--- config.mk ---
export PLATFORM = sky130hd
export DESIGN_NAME = uart_cmd_parser
export DESIGN_NICKNAME = d
export VERILOG_FILES = /design/src/rtl/uart_cmd_parser_pkg.sv /design/src/rtl/uart_cmd_parser.sv
export SDC_FILE = /design/constraint.sdc
export NUM_CORES = 1
export LEC_CHECK = 0
export ABC_AREA = 1
export ABC_CLOCK_PERIOD_IN_PS = 1700
export BUFFER_PORTS_ARGS = -buffer_cell sky130_fd_sc_hd__buf_2
export CAP_MARGIN = 20
export CORE_UTILIZATION = 25
export DETAILED_ROUTE_END_ITERATION = 7
export HOLD_SLACK_MARGIN = 0.08
export MAX_ROUTING_LAYER = met4
export PLACE_DENSITY = 0.44
export SETUP_SLACK_MARGIN = 0.2
export SYNTH_ARGS = -nofsm -noshare
export SYNTH_HDL_FRONTEND = slang
export SYNTH_SLANG_ARGS = --single-unit
--- constraint.sdc ---
create_clock -name i_Clock -period 1.7 [get_ports i_Clock]
set_input_delay 0.085 -clock i_Clock [delete_from_list [all_inputs] [get_ports i_Clock]]
set_output_delay 0.085 -clock i_Clock [all_outputs]
set_load 0.05 [all_outputs]
--- src/rtl/uart_cmd_parser_pkg.sv ---
`default_nettype none
// ============================================================================
//  Module   : uart_cmd_parser_pkg
//  Purpose  : Shared state encodings, error codes and defaults for the UART
//             command frame parser.
//  Revision : 1.0  initial release
// ============================================================================
package uart_cmd_parser_pkg;

  // Parser states; three unused encodings fall back to S_IDLE
  typedef enum logic [2:0] {
    S_IDLE    = 3'd0,
    S_CMD     = 3'd1,
    S_LEN     = 3'd2,
    S_PAYLOAD = 3'd3,
    S_CHK     = 3'd4
  } state_t;

  // Frame status codes reported on o_Err_Code
  localparam logic [1:0] ERR_NONE = 2'b00;
  localparam logic [1:0] ERR_CHK  = 2'b01;
  localparam logic [1:0] ERR_LEN  = 2'b10;
  localparam logic [1:0] ERR_TMO  = 2'b11;

  // Frame start marker
  localparam logic [7:0] DEFAULT_SYNC_BYTE = 8'hA5;

endpackage
`default_nettype wire

--- src/rtl/uart_cmd_parser.sv ---
`default_nettype none
// ============================================================================
//  Module   : uart_cmd_parser
//  Purpose  : Decodes SYNC/CMD/LEN/payload/CHK frames from UART byte strobes,
//             streams payload bytes and reports frame status. An inter-byte
//             timeout recovers stalled frames.
//  Revision : 1.0  initial release
// ============================================================================
module uart_cmd_parser
  import uart_cmd_parser_pkg::*;
#(
  parameter logic [7:0] SYNC_BYTE    = DEFAULT_SYNC_BYTE,
  parameter int         MAX_LEN      = 16,
  parameter int         TIMEOUT_CLKS = 43400
) (
  input  logic       i_Clock,
  input  logic       i_Reset,
  input  logic       i_Rx_DV,
  input  logic [7:0] i_Rx_Byte,
  output logic [7:0] o_Cmd,
  output logic [7:0] o_Len,
  output logic       o_Data_DV,
  output logic [7:0] o_Data_Byte,
  output logic [7:0] o_Data_Index,
  output logic       o_Frame_Done,
  output logic       o_Frame_Ok,
  output logic [1:0] o_Err_Code,
  output logic       o_Busy
);

  localparam logic [7:0]  C_MAX_LEN  = 8'(MAX_LEN);
  localparam logic [15:0] C_TMO_LAST = 16'(TIMEOUT_CLKS - 1);

  state_t      state_q, state_d;
  logic [7:0]  cmd_q, cmd_d;
  logic [7:0]  len_q, len_d;
  logic [7:0]  chk_q, chk_d;
  logic [7:0]  idx_q, idx_d;
  logic [15:0] timer_q, timer_d;
  logic        data_dv_q, data_dv_d;
  logic [7:0]  data_byte_q, data_byte_d;
  logic [7:0]  data_index_q, data_index_d;
  logic        done_q, done_d;
  logic        ok_q, ok_d;
  logic [1:0]  err_q, err_d;
  logic        busy_q, busy_d;
  logic        tmo_fire;

  // Expiry only counts in an active frame state and loses to a same-cycle strobe
  assign tmo_fire = !i_Rx_DV && (timer_q == C_TMO_LAST) &&
                    (state_q inside {S_CMD, S_LEN, S_PAYLOAD, S_CHK});

  // State register
  always_ff @(posedge i_Clock) begin
    if (i_Reset) state_q <= S_IDLE;
    else         state_q <= state_d;
  end

  // Next-state decode on consumed bytes and timeout
  always_comb begin
    state_d = state_q;
    case (state_q)
      S_IDLE:    if (i_Rx_DV && i_Rx_Byte == SYNC_BYTE) state_d = S_CMD;
      S_CMD:     if (i_Rx_DV) state_d = S_LEN;
      S_LEN:     if (i_Rx_DV) begin
                   if (i_Rx_Byte > C_MAX_LEN)  state_d = S_IDLE;
                   else if (i_Rx_Byte == 8'd0) state_d = S_CHK;
                   else                        state_d = S_PAYLOAD;
                 end
      S_PAYLOAD: if (i_Rx_DV && idx_q == len_q - 8'd1) state_d = S_CHK;
      S_CHK:     if (i_Rx_DV) state_d = S_IDLE;
      default:   state_d = S_IDLE;
    endcase
    if (tmo_fire) state_d = S_IDLE;
  end

  // Datapath and output next values: checksum, index, timer, strobes, status
  always_comb begin
    cmd_d        = cmd_q;
    len_d        = len_q;
    chk_d        = chk_q;
    idx_d        = idx_q;
    data_dv_d    = 1'b0;
    data_byte_d  = data_byte_q;
    data_index_d = data_index_q;
    done_d       = 1'b0;
    ok_d         = ok_q;
    err_d        = err_q;
    timer_d      = (i_Rx_DV || state_q == S_IDLE) ? 16'd0 : timer_q + 16'd1;
    busy_d       = (state_d != S_IDLE);
    if (i_Rx_DV) begin
      case (state_q)
        S_CMD: begin
          cmd_d = i_Rx_Byte;
          chk_d = i_Rx_Byte;
        end
        S_LEN: begin
          if (i_Rx_Byte > C_MAX_LEN) begin
            done_d = 1'b1;
            ok_d   = 1'b0;
            err_d  = ERR_LEN;
          end else begin
            len_d = i_Rx_Byte;
            chk_d = chk_q ^ i_Rx_Byte;
            idx_d = 8'd0;
          end
        end
        S_PAYLOAD: begin
          data_dv_d    = 1'b1;
          data_byte_d  = i_Rx_Byte;
          data_index_d = idx_q;
          chk_d        = chk_q ^ i_Rx_Byte;
          idx_d        = idx_q + 8'd1;
        end
        S_CHK: begin
          done_d = 1'b1;
          ok_d   = (i_Rx_Byte == chk_q);
          err_d  = (i_Rx_Byte == chk_q) ? ERR_NONE : ERR_CHK;
        end
        default: ;
      endcase
    end
    if (tmo_fire) begin
      done_d = 1'b1;
      ok_d   = 1'b0;
      err_d  = ERR_TMO;
    end
  end

  // Datapath and output registers
  always_ff @(posedge i_Clock) begin
    if (i_Reset) begin
      cmd_q        <= 8'd0;
      len_q        <= 8'd0;
      chk_q        <= 8'd0;
      idx_q        <= 8'd0;
      timer_q      <= 16'd0;
      data_dv_q    <= 1'b0;
      data_byte_q  <= 8'd0;
      data_index_q <= 8'd0;
      done_q       <= 1'b0;
      ok_q         <= 1'b0;
      err_q        <= ERR_NONE;
      busy_q       <= 1'b0;
    end else begin
      cmd_q        <= cmd_d;
      len_q        <= len_d;
      chk_q        <= chk_d;
      idx_q        <= idx_d;
      timer_q      <= timer_d;
      data_dv_q    <= data_dv_d;
      data_byte_q  <= data_byte_d;
      data_index_q <= data_index_d;
      done_q       <= done_d;
      ok_q         <= ok_d;
      err_q        <= err_d;
      busy_q       <= busy_d;
    end
  end

  assign o_Cmd        = cmd_q;
  assign o_Len        = len_q;
  assign o_Data_DV    = data_dv_q;
  assign o_Data_Byte  = data_byte_q;
  assign o_Data_Index = data_index_q;
  assign o_Frame_Done = done_q;
  assign o_Frame_Ok   = ok_q;
  assign o_Err_Code   = err_q;
  assign o_Busy       = busy_q;

endmodule
`default_nettype wire

==> key figures <==
Status
  • Status: finished clean

Synth
  • Post-synth EDFFs: 0
  • Mapped Nets: 503
  • Yosys synthesis warning count: 0
  • Post-Syn Instances: 489
  • Main synth FF type: dfxtp_1
  • Synth top area cells: dfxtp_1, a21oi_1, nand2_1
  • Post-synth top area share: between 40% and 50%
  • Syn_area_per_cell: approximately 7.3 um2
  • Cell variety after synth: 36
  • Most numerous cell in the Yosys netlist: nand2_1
  • Synth area leader: dfxtp_1
  • Post-synthesis async set-or-reset flop share: 0%
  • Synth Register Bits: 73
  • Top post-synthesis cells by count: nand2_1, dfxtp_1, a21oi_1
  • Share of the yosys chip area belonging to registers: 41.2%
  • Netlist Area Pre-Place: roughly 0.0035 mm2

Floorplanning
  • Core area: 0.0139 mm2
  • Row cnt: 43
  • Die area: between 0.01 and 0.015 mm2
  • Die height: about 120 um
  • Initial core utilization: 25.5%
  • Die width: 121 um
  • # IOs: 49

Critical path
  • Data required, critical path: 1.93 ns
  • Critical Setup Path Class: reg -> reg
  • Crit Path Max Fanout: 2
  • WP buf/inv: 1
  • Critical path arrival: 1.89 ns
  • Worst path cell trace: inv_4, ha_4, xnor2_1, nor2_1, nand2_1, nor2_1, nand2_1, nor2_2, nand3_1, nand2_1, nand2_1, nand2_2, nand3_1
  • Crit-path most repeated cell: nand2_1
  • Max incr delay on CP: 0.36 ns
  • Critical path's slowest cell: dfxtp_4
  • Worst Setup Start Kind: flop
  • Cell family with most CP delay: simple AND/OR/NAND/NOR gates
  • Crit. End Element: flop

STA
  • Setup TNS: 0 ns
  • Fmax: about 600 MHz
  • Final worst slack: 0.0368 ns
  • Max-slew violation count: 0
  • Worst slew margin: 69.9%
  • Final Critical Period: 1.66 ns
  • Final Cycle Share: 97.8%
  • RSZ-0062 raised after global routing: true
  • Layout Skew: between 0.008 and 0.009 ns
  • Final setup viols: 0
  • Worst Tran Pin Value: 0.451 ns
  • Fin. Hold Viols: 0

Layout
  • Post-layout instance area: ~0.005 mm2
  • Share of layout cells above drive strength 1: roughly 35%
  • Layout net count: a little under 600
  • Fin cells: 768
  • Area growth syn-to-layout: 41.1%
  • Ant. Diodes: 0
  • Layout Utilization: 36.0%

Placement
  • Worst slack, placed: between 0.009 and 0.01 ns
  • DPL Wire Length: 7470 um
  • GPL Wtd Cong: 0.864
  • Placement Cell Area: 0.00418 mm2
  • # placed instances: roughly 730
  • Port Buffers: 48

Routing
  • Antenna viol nets, final: 0
  • Via count: 3475
  • Post-Route WL: between 10000 and 15000 um
  • TritonRoute pass-1 iters: 4
  • Vias/cell: roughly 4.5
  • Initial DRC Count: about 140
  • DRC viols: 0
  • Routed wire per std cell: between 10 and 15 um

Power
  • VDD IR max: around 0.55 mV
  • Leak Pwr: 2.16 nW
  • PD cells: between 700 and 800 mW/mm2

Clock tree
  • Clock Path Buffers: 2
  • Clk sinks: 73
  • Clk root buf: clkbuf_16
  • Worst-path clk slew: about 0.060 ns
  • Num CTS Buffers: 9
  • Clk_lat worst skew: between 0.3 and 0.4 ns
  • TritonCTS clock tree: yes
  • H-tree depth: 3

Global routing
  • Initial antenna violation count: 0
  • Largest net degree at the start of global routing: 30
  • Number of global-route vias before repair: 3401
  • Gr usage total: between 10% and 20%
  • Global-route wire length before repair: 16900 um
  • GRT Residual Overflow: 0

Min path
  • Min-delay worst type: in -> reg

Job
  • Max Cap Viol: 0
[per-stage QoR]
step	hold WS, ns	total power, W
5_1_grt	0.0971	0.00402
6_report	0.0959	0.00387
3_3_place_gp	0.418	0.00188
2_1_floorplan	0.252	0.00181
4_1_cts	0.0831	0.00393
3_5_place_dp	0.426	0.00188
[path summary, 6_finish.rpt]
kind                              startpoint              to  slack, ns  depth (start not counted)
worst max register to register      o_Len[0]          o_Busy       0.04                         13
worst max-delay path                o_Len[0]          o_Busy       0.04                         13
worst min register to register    timer_q[0]      timer_q[0]       0.45                          1
worst min-delay path            i_Rx_Byte[0]  o_Data_Byte[0]        0.1                          3
[repair_timing]
item | CTS | global route
gates cloned | 1 | 0
gates resized for setup | 31 | 73
hold buffers | 1 | 1
setup endpoints to repair | 38 | 43
pin swaps | 12 | 16
buffers inserted | 9 | 11
endpoints found under the hold margin | 1 | 1
[registers in the layout (all words and copies together), names as in the netlist]
signal        cells
o_Data_Index      8
timer_q          16
o_Busy            1
o_Data_DV         1
idx_q             8
o_Cmd             8
o_Frame_Ok        1
o_Err_Code        2
chk_q             8
o_Len             8
state_q           3
o_Frame_Done      1
o_Data_Byte       8
[kinds of logic after synthesis]
logic type	after synthesis	share of synthesized area (%)
and+or+nand+nor	209	27.8
AOI/OAI and AO/OA	117	17.5
DFF	73	41.2
buffers and inverters	72	8.64
xor gates and xnor gates	15	3.71
adders and majority gates	3	1.06
[metal layers]
layer | up-vias | global-route usage (%) | part of all wire [%]
li1 | 1812 | - | -
met1 | 1608 | 18.4 | 45
met2 | 47 | 25.1 | 51
met3 | 8 | 4.42 | 3.3
met4 | 0 | 4.71 | 1.2
met5 | - | - | 0
[report_power, final]
group	internal, W	switching (W)	leakage, nW	total, W
registers	0.00170	0.000000462	0.595	0.00170
clock network	0.00127	0.000753	0.157	0.00202
logic	0.0000482	0.0000933	1.41	0.000141
[worst min-delay path, stage by stage]
cell and delay [ns]:
buf_2 0.09, inv_1 0.09, a21oi_1 0.13
[final cells by class]
class,instances,area [um2]
multi-input combinational,345,2060
clock buffer,11,264
fill,1503,8880
clock inverter,5,60.1
inverter,57,241
sequential,73,1490
tap,180,225
timing repair buffer,97,657
[placed cells by master, fill, tap and decap left out, types with 8 or more instances in the layout]
cell type / n
o21ai_2: 9
nor2_1: 40
nor2_4: 13
buf_4: 40
nand2_2: 9
nor3_1: 8
nand3_1: 21
inv_2: 8
o21ai_0: 26
o21ai_1: 10
inv_1: 43
buf_2: 48
nand4_1: 8
dfxtp_1: 62
clkbuf_16: 10
xnor2_1: 9
nand2_1: 75
a21oi_1: 60
No activity file was read; power rests on OpenSTA's default activity.
